`src/rtl/eth_idma_pkg.sv`:
```
// Shared descriptor/response types and default sizing for the iDMA request queue.
package eth_idma_pkg;

   typedef struct packed {
      logic [31:0] src_addr;
      logic [31:0] dst_addr;
      logic [15:0] length;
   } idma_req_t;

   typedef struct packed {
      logic error;
   } idma_rsp_t;

   localparam int unsigned EthIdmaQueueDepth     = 4;
   localparam int unsigned EthIdmaMaxOutstanding = 3;

endpackage

```
`src/rtl/fifo_v3.sv`:
```
// Registered (non fall-through) FIFO; a push while full is dropped even if a pop
// happens in the same cycle.
module fifo_v3 #(
   parameter int unsigned DEPTH = 4,
   parameter type dtype = logic,
   localparam int unsigned AddrDepth = (DEPTH > 1) ? $clog2(DEPTH) : 1
) (
   input  logic                 clk_i,
   input  logic                 rst_ni,
   input  logic                 flush_i,
   output logic                 full_o,
   output logic                 empty_o,
   output logic [AddrDepth-1:0] usage_o,
   input  dtype                 data_i,
   input  logic                 push_i,
   output dtype                 data_o,
   input  logic                 pop_i
);

   logic [AddrDepth-1:0] rd_ptr_q, wr_ptr_q;
   logic [AddrDepth:0]   cnt_q;
   dtype                 mem_q [DEPTH];
   logic                 do_push, do_pop;

   assign full_o  = (cnt_q == (AddrDepth + 1)'(DEPTH));
   assign empty_o = (cnt_q == '0);
   assign usage_o = cnt_q[AddrDepth-1:0];
   assign data_o  = mem_q[rd_ptr_q];
   assign do_push = push_i && !full_o;
   assign do_pop  = pop_i && !empty_o;

   function automatic logic [AddrDepth-1:0] bump(input logic [AddrDepth-1:0] p);
      return (p == AddrDepth'(DEPTH - 1)) ? '0 : p + 1'b1;
   endfunction

   always_ff @(posedge clk_i or negedge rst_ni) begin
      if (!rst_ni) begin
         rd_ptr_q <= '0;
         wr_ptr_q <= '0;
         cnt_q    <= '0;
      end else if (flush_i) begin
         rd_ptr_q <= '0;
         wr_ptr_q <= '0;
         cnt_q    <= '0;
      end else begin
         if (do_push) wr_ptr_q <= bump(wr_ptr_q);
         if (do_pop)  rd_ptr_q <= bump(rd_ptr_q);
         if (do_push && !do_pop)      cnt_q <= cnt_q + 1'b1;
         else if (do_pop && !do_push) cnt_q <= cnt_q - 1'b1;
      end
   end

   always_ff @(posedge clk_i) begin
      if (do_push) mem_q[wr_ptr_q] <= data_i;
   end

endmodule

```
`src/rtl/eth_idma_req_queue.sv`:
```
// Descriptor queue in front of an iDMA backend with outstanding-request cap,
// completion counter and sticky error. ETH_IDMA_REQ_QUEUE_IRQ_EN adds a completion irq pulse.
module eth_idma_req_queue
   import eth_idma_pkg::*;
#(
   parameter int unsigned Depth          = EthIdmaQueueDepth,
   parameter int unsigned MaxOutstanding = EthIdmaMaxOutstanding,
   parameter type idma_req_t = eth_idma_pkg::idma_req_t,
   parameter type idma_rsp_t = eth_idma_pkg::idma_rsp_t,
   localparam int unsigned FillW = $clog2(Depth + 1),
   localparam int unsigned OutW  = $clog2(MaxOutstanding + 1)
) (
   input  logic             clk_i,
   input  logic             rst_ni,
   input  idma_req_t        push_req_i,
   input  logic             push_valid_i,
   output logic             push_ready_o,
   output idma_req_t        idma_req_o,
   output logic             idma_req_valid_o,
   input  logic             idma_req_ready_i,
   input  idma_rsp_t        idma_rsp_i,
   input  logic             idma_rsp_valid_i,
   output logic             idma_rsp_ready_o,
   input  logic             clr_i,
   output logic [FillW-1:0] fill_o,
   output logic [OutW-1:0]  outstanding_o,
   output logic [31:0]      done_cnt_o,
   output logic             err_o,
   output logic             irq_o
);

   // Handshakes: a transfer happens on a cycle where valid && ready at the rising edge;
   // valid never depends on ready, and idma_req_o holds while valid && !ready.
   logic                       fifo_full, fifo_empty;
   logic [$clog2(Depth)-1:0]   fifo_usage;
   logic                       push_hs, issue_hs, rsp_hs;
   logic [OutW-1:0]            outstanding_q;
   logic [31:0]                done_cnt_q;
   logic                       err_q;

   fifo_v3 #(
      .DEPTH (Depth),
      .dtype (idma_req_t)
   ) i_desc_fifo (
      .clk_i   (clk_i),
      .rst_ni  (rst_ni),
      .flush_i (1'b0),
      .full_o  (fifo_full),
      .empty_o (fifo_empty),
      .usage_o (fifo_usage),
      .data_i  (push_req_i),
      .push_i  (push_hs),
      .data_o  (idma_req_o),
      .pop_i   (issue_hs)
   );

   // Full is exactly Depth, so the full flag is the MSB of the count above the usage bits.
   assign fill_o           = FillW'({fifo_full, fifo_usage});
   assign push_ready_o     = !fifo_full;
   assign idma_req_valid_o = !fifo_empty && (outstanding_q < OutW'(MaxOutstanding));
   assign idma_rsp_ready_o = (outstanding_q != '0);
   assign push_hs          = push_valid_i && push_ready_o;
   assign issue_hs         = idma_req_valid_o && idma_req_ready_i;
   assign rsp_hs           = idma_rsp_valid_i && idma_rsp_ready_o;
   assign outstanding_o    = outstanding_q;
   assign done_cnt_o       = done_cnt_q;
   assign err_o            = err_q;

   always_ff @(posedge clk_i or negedge rst_ni) begin
      if (!rst_ni) begin
         outstanding_q <= '0;
      end else if (issue_hs && !rsp_hs) begin
         outstanding_q <= outstanding_q + 1'b1;
      end else if (rsp_hs && !issue_hs) begin
         outstanding_q <= outstanding_q - 1'b1;
      end
   end

   // Clear takes priority over a completion landing in the same cycle.
   always_ff @(posedge clk_i or negedge rst_ni) begin
      if (!rst_ni) begin
         done_cnt_q <= '0;
         err_q      <= 1'b0;
      end else if (clr_i) begin
         done_cnt_q <= '0;
         err_q      <= 1'b0;
      end else if (rsp_hs) begin
         done_cnt_q <= done_cnt_q + 32'd1;
         if (idma_rsp_i.error) err_q <= 1'b1;
      end
   end

`ifdef ETH_IDMA_REQ_QUEUE_IRQ_EN
   logic irq_q;
   always_ff @(posedge clk_i or negedge rst_ni) begin
      if (!rst_ni) irq_q <= 1'b0;
      else         irq_q <= rsp_hs;
   end
   assign irq_o = irq_q;
`else
   assign irq_o = 1'b0;
`endif

   no_rsp_underflow: assert property (@(posedge clk_i) disable iff (!rst_ni)
      !(idma_rsp_valid_i && (outstanding_q == '0)))
      else $error("response presented with no request outstanding");

endmodule
```
`config.mk`:
```
export PLATFORM = sky130hd
export DESIGN_NAME = eth_idma_req_queue
export DESIGN_NICKNAME = d
export VERILOG_FILES = /design/src/rtl/eth_idma_pkg.sv /design/src/rtl/fifo_v3.sv /design/src/rtl/eth_idma_req_queue.sv
export SDC_FILE = /design/constraint.sdc
export NUM_CORES = 1
export LEC_CHECK = 0
export BUFFER_PORTS_ARGS = -buffer_cell sky130_fd_sc_hd__buf_4
export CAP_MARGIN = 10
export CORE_MARGIN = 5
export CORE_UTILIZATION = 61
export CTS_CLUSTER_SIZE = 30
export DETAILED_ROUTE_END_ITERATION = 8
export PLACE_DENSITY = 0.91
export SLEW_MARGIN = 10
export SYNTH_ARGS = -nofsm -noshare
export SYNTH_HDL_FRONTEND = slang
export SYNTH_SLANG_ARGS = --single-unit
```
`constraint.sdc`:
```
create_clock -name clk_i -period 5.49 [get_ports clk_i]
set_input_delay 0.549 -clock clk_i [delete_from_list [all_inputs] [get_ports clk_i]]
set_output_delay 0.549 -clock clk_i [all_outputs]
set_load 0.01 [all_outputs]
```
==> results of run 1 <==
-- cell type report --
cell class                      count  area, µm²  share of cell area
Clock buffer                       49       1020              0.0608
Clock inverter                     17        149             0.00886
Inverter                            7       26.3             0.00156
Multi-Input combinational cell    257       2990               0.178
Sequential cell                   362      10700               0.635
Tap cell                          285        357              0.0212
Timing Repair Buffer              213       1600              0.0951
-- path summary, 6_finish.rpt --
kind / start / to / depth (start not counted)
worst max-delay path: i_desc_fifo.rd_ptr_q[0] / idma_req_o[69] / 3
worst min-delay path: rst_ni / done_cnt_o[10] / 1
worst max register to register: i_desc_fifo.cnt_q[0] / i_desc_fifo.mem_q[0][35] / 4
worst min register to register: i_desc_fifo.cnt_q[2] / i_desc_fifo.cnt_q[2] / 1
max in group asynchronous: rst_ni / i_desc_fifo.rd_ptr_q[0] / 1
min in group clk_i: push_req_i[16] / i_desc_fifo.mem_q[1][16] / 1
-- stage by stage --
stage	setup WS (ns)	std cells	util	area (µm²)
final	2.21	1190	0.749	16800
after global routing	1.98	1190	0.749	16800
after CTS	2.12	1190	0.749	16800
after detailed placement	2.70	1124	0.697	15600
after global placement	2.71	1124	0.697	15600
after floorplan	2.43	658	-	13800
-- cell usage in the layout, fill, tap and decap left out, types with 7 or more instances in the layout --
cell type	instances
edfxtp_1	320
buf_4	213
mux4_2	80
dfrtp_1	40
clkbuf_16	38
a21oi_1	22
nand2_1	20
nor2_1	18
or4_1	17
o31ai_1	12
xnor2_1	10
nand4_1	9
or3_1	9
ha_1	8
clkbuf_1	8
o21ai_0	7
mux2_2	7
-- per-layer routing --
layer,global-route usage,wire (µm),part of all wire
met5,0,0,0
met4,0.0602,697,0.023
met3,0.0544,2450,0.082
met2,0.406,15900,0.53
met1,0.298,10900,0.36
-- critical path, delay by kind of cell, from the launching register on --
kind	cells	cell delay (ns)
buf+inv	2	0.74
mux	1	0.62
flops	1	0.82
-- power breakdown --
group	total [W]	internal (W)	switching, W	leakage, nW
registers	0.00394	0.00358	0.000361	3.49
clock network	0.00239	0.00141	0.000988	0.560
logic	0.00245	0.00129	0.00116	1.88
-- cells by family after synthesis --
| kind of cell | count (synthesis) | synth area share |
|---|---|---|
| compound gates | 42 | 0.0181 |
| xor+xnor | 16 | 0.0102 |
| buf+inv | 39 | 0.0123 |
| simple gates | 102 | 0.0417 |
| flops | 362 | 0.772 |
| fa+ha+maj | 9 | 0.00870 |
| other cells | 1 | 0.000272 |
| mux | 87 | 0.136 |
-- synthesized netlist by cell type (9+ instances only) --
master and instances:
clkbuf_1 16, nand2_1 20, dfrtp_1 42, nor2_1 18, a21oi_1 22, o31ai_1 12, mux4_2 80, xnor2_1 10
edfxtp_1 320, nand4_1 9, or3_1 9, or4_1 17
-- flip-flops by register name, summed over array words and instances, names as in the netlist --
signal / flops
i_desc_fifo.wr_ptr_q: 2
i_desc_fifo.rd_ptr_q: 2
err_o: 1
outstanding_o: 2
i_desc_fifo.mem_q: 320
i_desc_fifo.cnt_q: 3
done_cnt_o: 32
==> qor.yml, run 1 <==
pwr:
  peakVddDrop_v: 0.000342
  finalPower_w: 0.00878
  p_leak_nw: 5.93
  cellPowerDensity_mw_per_mm2: 522
synth:
  synth_top_area_frac: 0.696
  synth_async_sr_flop_share: 0.116
  synth_ff_type: "edfxtp_1"
  ys_seq_area_frac: 0.772
  synth-edff-count: 320
  synthCells: 658
  syn-num-nets: 754
  synth.largest_area_cell: "edfxtp_1"
  syn_area_per_cell_um2: 21.0
  synth_area_mm2: 0.0138
  synth-seq-cells: 362
  synth_cell_types: 35
  synth.area.top_cells: "edfxtp_1, mux4_2, dfrtp_1, or4_1, a21oi_1"
  ys_warn_count: 0
setup_path:
  rrSetupSlack_ns: 3.05
  crit_arrival_ns: 2.73
  worst_setup_path_end_kind: "primary output"
  critPathMaxFanout: 32
  crit_path_start_kind: "flip-flop"
  crit_type: "reg -> out"
  slowest_stage: "dfrtp_4"
  path_cells: "buf_4, mux4_2, buf_4"
  max_stage_delay_ns: 0.82
  worstPathRequired_ns: 4.94
  crit_top_cell: "buf_4"
hold_path:
  hold_path.class: "in -> async"
finish:
  antennaDiodeCount: 0
  syn_to_final_growth_pct: 21.8
  fillers: 1208
  nets: 973
  drive_above_1_share: 0.403
grt:
  grt_pass1_wl_mm: 45.8
  overflow: 0
  grt_max_degree: 83
  antenna_found_initial: 0
  grt_usage: 0.232
  grt_pass1_vias: 7814
cts:
  h-tree-depth: 2
  cts.clk_slew.worst_paths_ns: 0.06
  cts_root_buffer: "clkbuf_16"
  postCtsSetupRepairBufs: 0
  clock_latency_ns: 0.51
  clock-sinks: 362
  cts_tree: "built"
  cts.repair.resized: 0
  cts_hold_buffers: 0
  clock_path_buffers: 3
  cts_made_buffers: 36
status:
  status: "finished, final reports clean"
sta:
  timing.fmax_mhz: 305
  slew_headroom: 0.217
  tightestPinTransition_ns: 1.17
  drv_slew: 0
  skew_ns: 0.0211
  min_period_ns: 3.28
  holdWs_ns: 0.0406
  rsz0062_at_grt: "no"
  final-hold-violation-count: 0
  timing.setup.tns_ns: 0
  period_share: 0.597
  setup-violations-final: 0
detailed_routing:
  first_pass_iters: 5
  drt-total-wl_mm: 30.0
  via_per_inst: 6.12
  drc: 0
  drt_iter0_drc: 655
  vias: 7286
  wire_per_inst_um: 25.2
  antenna_left: 0
die:
  coreArea_mm2: 0.0224
  std_cell_rows: 55
  io_pins: 209
  die_y_um: 160
  die_x_um: 160
  dieArea_mm2: 0.0257
  start_util: 0.615
flow_run:
  cap_violations: 0
placed_design:
  gp_congestion: 0.851
  dp_hpwl_mm: 17.6
  port_buffers: 207
Power figures use the tool's default switching activity.
==> run 2, diff against run 1 <==
--- a/config.mk
+++ b/config.mk
@@ -8,10 +8,10 @@
 export BUFFER_PORTS_ARGS = -buffer_cell sky130_fd_sc_hd__buf_4
 export CAP_MARGIN = 10
 export CORE_MARGIN = 5
-export CORE_UTILIZATION = 61
+export CORE_UTILIZATION = 56
 export CTS_CLUSTER_SIZE = 30
 export DETAILED_ROUTE_END_ITERATION = 8
-export PLACE_DENSITY = 0.91
+export PLACE_DENSITY = 0.85
 export SLEW_MARGIN = 10
 export SYNTH_ARGS = -nofsm -noshare
 export SYNTH_HDL_FRONTEND = slang
==> constraint.sdc (replaced) <==
create_clock -name clk_i -period 3.1 [get_ports clk_i]
set_input_delay 0.31 -clock clk_i [delete_from_list [all_inputs] [get_ports clk_i]]
set_output_delay 0.31 -clock clk_i [all_outputs]
set_load 0.01 [all_outputs]
==> run 2 against run 1 <==
Clock power rose by 67%. Global-route usage is 0.89 points lower. Hold slack got worse by 0.025 ns. Combinational power rose by 94%. Count of clock-buffer cells in the layout decreased by 7. Sequential share of layout area fell by 2.9 points. Register-to-register slack got worse by 2.1 ns. Power grew 77%. Via count is 3.7% higher.
==> qor.yml, run 2 (synthesis results as in run 1) <==
status:
  status: "finished, final reports clean"
cts:
  cts_tree: "built"
  cts_made_buffers: 36
  clock_latency_ns: 0.52
  clock-sinks: 362
  postCtsSetupRepairBufs: 0
  cts_root_buffer: "clkbuf_16"
  cts_hold_buffers: 68
  cts.clk_slew.worst_paths_ns: 0.06
  clock_path_buffers: 3
  cts.repair.resized: 0
  h-tree-depth: 2
detailed_routing:
  drt_iter0_drc: 660
  wire_per_inst_um: 24.0
  first_pass_iters: 5
  via_per_inst: 5.81
  drc: 0
  drt-total-wl_mm: 31.2
  antenna_left: 0
  vias: 7555
hold_path:
  hp-start: "push_req_i[37]"
  hold_path.class: "in -> reg"
  holdPathEnd: "i_desc_fifo.mem_q[1][37]"
  whs_path_depth: 1
placed_design:
  dp_hpwl_mm: 18.3
  port_buffers: 207
  gp_congestion: 0.813
  pre_cts_ws_ns: 0.912
setup_path:
  crit_family: "flip-flops"
  worstPathRequired_ns: 2.79
  worst_setup_path_end_kind: "primary output"
  ff2ff_path_depth: 5
  crit_buf_inv: 2
  r2r-end: "done_cnt_o[23]"
  critPathMaxFanout: 24
  r2r_start: "outstanding_o[0]"
  crit_type: "reg -> out"
  path_cells: "buf_12, mux4_2, buf_4"
  crit_path_start_kind: "flip-flop"
  slowest_stage: "dfrtp_4"
  rrSetupSlack_ns: 0.91
  max_stage_delay_ns: 0.77
  crit_arrival_ns: 2.32
grt:
  grt_pass1_wl_mm: 47.9
  grt_usage: 0.223
  antenna_found_initial: 0
  grt_max_degree: 55
  grt_pass1_vias: 8051
  overflow: 0
sta:
  skew_ns: 0.0209
  timing.fmax_mhz: 380
  setup-violations-final: 0
  slew_headroom: 0.612
  min_period_ns: 2.63
  drv_slew: 0
  period_share: 0.848
  rsz0062_at_grt: "no"
  setup_slack_ns: 0.470
  final-hold-violation-count: 0
  timing.setup.tns_ns: 0
  tightestPinTransition_ns: 0.582
die:
  std_cell_rows: 57
  die_y_um: 167
  coreArea_mm2: 0.0243
  dieArea_mm2: 0.0279
  io_pins: 209
  die_x_um: 167
  start_util: 0.567
finish:
  antennaDiodeCount: 0
  largest_reg_flops: 320
  final_common_cell: "edfxtp_1"
  regMostFlops: "i_desc_fifo.mem_q"
  layout_common_cells: "edfxtp_1, buf_4, mux4_2"
  syn_to_final_growth_pct: 27.6
  nets: 1049
  drive_above_1_share: 0.381
flow_run:
  cap_violations: 0
pwr:
  p_leak_nw: 6.26
  peakVddDrop_v: 0.000672
  cellPowerDensity_mw_per_mm2: 885
## run 2: worst max-delay path by stage
stage	startpoint	end	slack, ns	cells past startpoint
5_1_grt	i_desc_fifo.rd_ptr_q[0]	idma_req_o[1]	0.32	3
6_report	i_desc_fifo.rd_ptr_q[0]	idma_req_o[40]	0.47	3
3_5_place_dp	outstanding_o[0]	done_cnt_o[23]	0.91	5
2_1_floorplan	i_desc_fifo.cnt_q[0]	i_desc_fifo.mem_q[0][0]	0.04	3
4_1_cts	i_desc_fifo.rd_ptr_q[0]	idma_req_o[42]	0.41	3
3_3_place_gp	outstanding_o[1]	done_cnt_o[23]	0.96	5
## run 2: report_power, final
| group | switching (W) | internal (W) | total, W |
|---|---|---|---|
| registers | 0.000497 | 0.00633 | 0.00683 |
| logic | 0.00227 | 0.00248 | 0.00475 |
| clock network | 0.00174 | 0.00227 | 0.00400 |
| total | 0.00450 | 0.0111 | 0.0156 |
## run 2: final cells by class
cell class,count,area (µm²)
sequential,362,10700
fill,1426,6720
multi-input combinational,257,2990
timing repair buffer,289,2440
clock buffer,42,945
tap,324,405
clock inverter,20,129
inverter,7,26.3
## run 2: per-layer routing
layer	wire, µm	track usage	vias up	share of wire
met3	2200	0.0502	58	0.071
met1	11800	0.291	3896	0.38
li1	-	-	3287	-
met2	16500	0.389	314	0.53
met4	708	0.0534	0	0.023
met5	0	0	-	0
## run 2: through the flow
stage	util	instance area (µm²)	total power (W)	hold WS, ns	instances
after detailed placement	0.652	15800	0.0116	0.335	1171
after global placement	0.652	15800	0.0114	0.334	1171
final	0.724	17600	0.0156	0.0152	1301
after global routing	0.724	17600	0.0163	0.00394	1301
after CTS	0.724	17600	0.0157	0.000569	1301
after floorplan	-	13800	0.00940	0.0144	658
==> run 3, diff against run 2 <==
--- a/config.mk
+++ b/config.mk
@@ -5,13 +5,14 @@
 export SDC_FILE = /design/constraint.sdc
 export NUM_CORES = 1
 export LEC_CHECK = 0
+export ABC_AREA = 1
 export BUFFER_PORTS_ARGS = -buffer_cell sky130_fd_sc_hd__buf_4
 export CAP_MARGIN = 10
 export CORE_MARGIN = 5
-export CORE_UTILIZATION = 56
+export CORE_UTILIZATION = 57
 export CTS_CLUSTER_SIZE = 30
 export DETAILED_ROUTE_END_ITERATION = 8
-export PLACE_DENSITY = 0.85
+export PLACE_DENSITY = 0.86
 export SLEW_MARGIN = 10
 export SYNTH_ARGS = -nofsm -noshare
 export SYNTH_HDL_FRONTEND = slang
==> constraint.sdc (replaced) <==
create_clock -name clk_i -period 2.45 [get_ports clk_i]
set_input_delay 0.245 -clock clk_i [delete_from_list [all_inputs] [get_ports clk_i]]
set_output_delay 0.245 -clock clk_i [all_outputs]
set_load 0.01 [all_outputs]
==> run 3 against run 2 <==
Sequential power grew 22%. First-iteration DRC count rose by 82%. Die area is 1.5% higher. Core utilization increased by 1.1 points. Power grew 35%. Cell count increased by 37%. Worst setup slack got worse by 0.41 ns. Critical endpoint is now idma_req_o[39].
==> qor.yml, run 3 <==
die:
  die_y_um: 168
  io_pins: 209
  coreArea_mm2: 0.0249
  std_cell_rows: 58
  start_util: 0.574
  dieArea_mm2: 0.0283
  die_x_um: 168
synth:
  ys_warn_count: 0
  synth_ff_type: "edfxtp_1"
  syn_area_per_cell_um2: 12.6
  synth_async_sr_flop_share: 0.116
  yosysMostFrequentCell: "edfxtp_1"
  synth_top_area_frac: 0.673
  synth_area_mm2: 0.0143
  synthCells: 1129
  synth_cell_types: 34
  synth_common_cells: "edfxtp_1, nor2_1, o21ai_0, nand2_1, o22ai_1"
  ys_seq_area_frac: 0.747
  synth.largest_area_cell: "edfxtp_1"
  synth-edff-count: 320
  syn-num-nets: 1225
  synth-seq-cells: 362
  synth.area.top_cells: "edfxtp_1, dfrtp_1, nor2_1, o21ai_0, o22ai_1"
grt:
  overflow: 0
  antenna_found_initial: 2
  grt_max_degree: 163
  grt_most_used_layer: "met2"
  grt_usage: 0.247
  grt_use_met2: 0.434
  grtUsageMet3: 0.0564
  gr-usage-met1: 0.304
  grt_pass1_vias: 10365
  grt_pass1_wl_mm: 55.5
detailed_routing:
  antenna_left: 0
  vias: 10353
  via_per_inst: 5.82
  drt_iter0_drc: 1204
  drc: 0
  first_pass_iters: 5
  drt-total-wl_mm: 36.7
  wire_per_inst_um: 20.7
sta:
  drv_slew: 0
  rsz0062_at_grt: "no"
  period_share: 0.975
  final-hold-violation-count: 0
  slew_headroom: 0.613
  min_period_ns: 2.39
  tightestPinTransition_ns: 0.580
  skew_ns: 0.0192
  setup-violations-final: 0
  timing.fmax_mhz: 419
setup_path:
  crit_buf_inv: 3
  critPathMaxFanout: 60
  worst_setup_path_end_kind: "primary output"
  crit_path_start_kind: "flip-flop"
  crit_family: "flip-flops"
  crit_type: "reg -> out"
  path_cells: "inv_2, buf_12, o21ai_0, o22ai_1, buf_4"
  slowest_stage: "dfrtp_4"
  crit_arrival_ns: 2.14
  worstPathRequired_ns: 2.20
  max_stage_delay_ns: 0.61
pwr:
  cellPowerDensity_mw_per_mm2: 1150
  swShare: 0.346
  power_frac_seq: 0.398
  clkPwrFrac: 0.251
  p_leak_nw: 6.78
  p_sw_w: 0.00728
  pwr-share-comb: 0.352
  peakVddDrop_v: 0.000795
  internal_power_w: 0.0137
cts:
  cts_made_buffers: 37
  cts_tree: "built"
  clock_path_buffers: 3
  clock-sinks: 362
  cts_root_buffer: "clkbuf_16"
  clock_latency_ns: 0.52
  h-tree-depth: 2
  cts.clk_slew.worst_paths_ns: 0.06
finish:
  final_common_cell: "edfxtp_1"
  nets: 1514
  fillers: 1500
  final-seq-area_mm2: 0.0107
  final_cells: 1778
  layout_common_cells: "edfxtp_1, nor2_1, buf_4"
  multi_input_area_mm2: 0.00320
  fin_util: 0.735
  largest_reg_flops: 320
  drive_above_1_share: 0.210
  syn_to_final_growth_pct: 28.1
  regMostFlops: "i_desc_fifo.mem_q"
flow_run:
  cap_violations: 0
placed_design:
  gp_congestion: 0.908
  port_buffers: 207
  dp_hpwl_mm: 20.1
  dpl.cell_count: 1625
status:
  status: "finished, final reports clean"
hold_path:
  hold_path.class: "in -> reg"
==> run 3: final cells by class <==
class                   count  share of cell area
multi-input cells         659               0.175
flip-flops and latches    362               0.583
clock buffers              46              0.0536
repair buffers            310               0.147
well taps                 330              0.0226
inverters                  48              0.0103
clock inverters            21             0.00800
diodes                      2            0.000274
==> run 3: what timing repair did <==
item                                    in CTS  in global routing
hold buffers                                83                  0
setup buffers                                0                  0
hold endpoints to repair                   365                  0
endpoints found under the setup margin       0                 37
resized for setup                            0                  4
==> run 3: routing by layer <==
metal	vias up	part of all wire
met4	0	0.027
met5	-	0
met3	86	0.10
li1	4638	-
met2	617	0.51
met1	5012	0.36
==> run 3: power groups by stage <==
| stage | sequential [W] | combinational [W] | clock [W] |
|---|---|---|---|
| 2_1_floorplan | 0.00837 | 0.00374 | 0 |
| 3_3_place_gp | 0.00837 | 0.00680 | 0 |
| 3_5_place_dp | 0.00843 | 0.00700 | 0 |
| 4_1_cts | 0.00832 | 0.00720 | 0.00530 |
| 5_1_grt | 0.00844 | 0.00796 | 0.00561 |
| 6_report | 0.00836 | 0.00739 | 0.00527 |
==> run 3: worst paths after layout <==
kind | startpoint | to | slack, ns | cells after the start
hold reg to reg | err_o | err_o | 0.53 | 2
setup / recovery | i_desc_fifo.rd_ptr_q[1] | idma_req_o[39] | 0.06 | 5
max in group asynchronous | rst_ni | i_desc_fifo.rd_ptr_q[0] | 1.72 | 2
hold / removal | push_valid_i | i_desc_fifo.wr_ptr_q[0] | 0.13 | 4
setup reg to reg | i_desc_fifo.cnt_q[0] | i_desc_fifo.cnt_q[2] | 0.44 | 10
min in group asynchronous | rst_ni | done_cnt_o[4] | 0.28 | 2
==> run 3: logic make-up (layout without fill, tap and decap cells) <==
group           count (synthesis)  count (layout)  share of synthesized area
simple gates                  371             371                      0.107
flops                         362             362                      0.747
compound gates                273             273                      0.103
buf+inv                       108             425                     0.0312
fa+ha+maj                       9               9                    0.00841
xor+xnor                        4               4                    0.00245
other cells                     1               3                   0.000263
mux                             1               1                   0.000789
==> run 3: metrics by stage <==
step	hold slack, ns	power [W]	worst slack, ns	cell area [µm²]	setup TNS [ns]
after floorplan	-0.0506	0.0121	-0.859	14300	-274.88
after global placement	0.275	0.0152	0.541	16300	0
after detailed placement	0.274	0.0154	0.451	16300	0
after CTS	0.112	0.0208	0.0340	18200	0
after global routing	0.147	0.0220	0.00373	18300	0
final	0.128	0.0210	0.0609	18300	0
==> run 3: worst reg2reg max path, stage by stage, from the launching register on <==
cell	delay (ns)
dfrtp_1	0.42
nor2_1	0.09
nand2_1	0.11
nand2_1	0.08
inv_1	0.11
ha_1	0.16
inv_1	0.07
fa_1	0.38
a21oi_1	0.17
o21ai_0	0.14
xor2_1	0.16
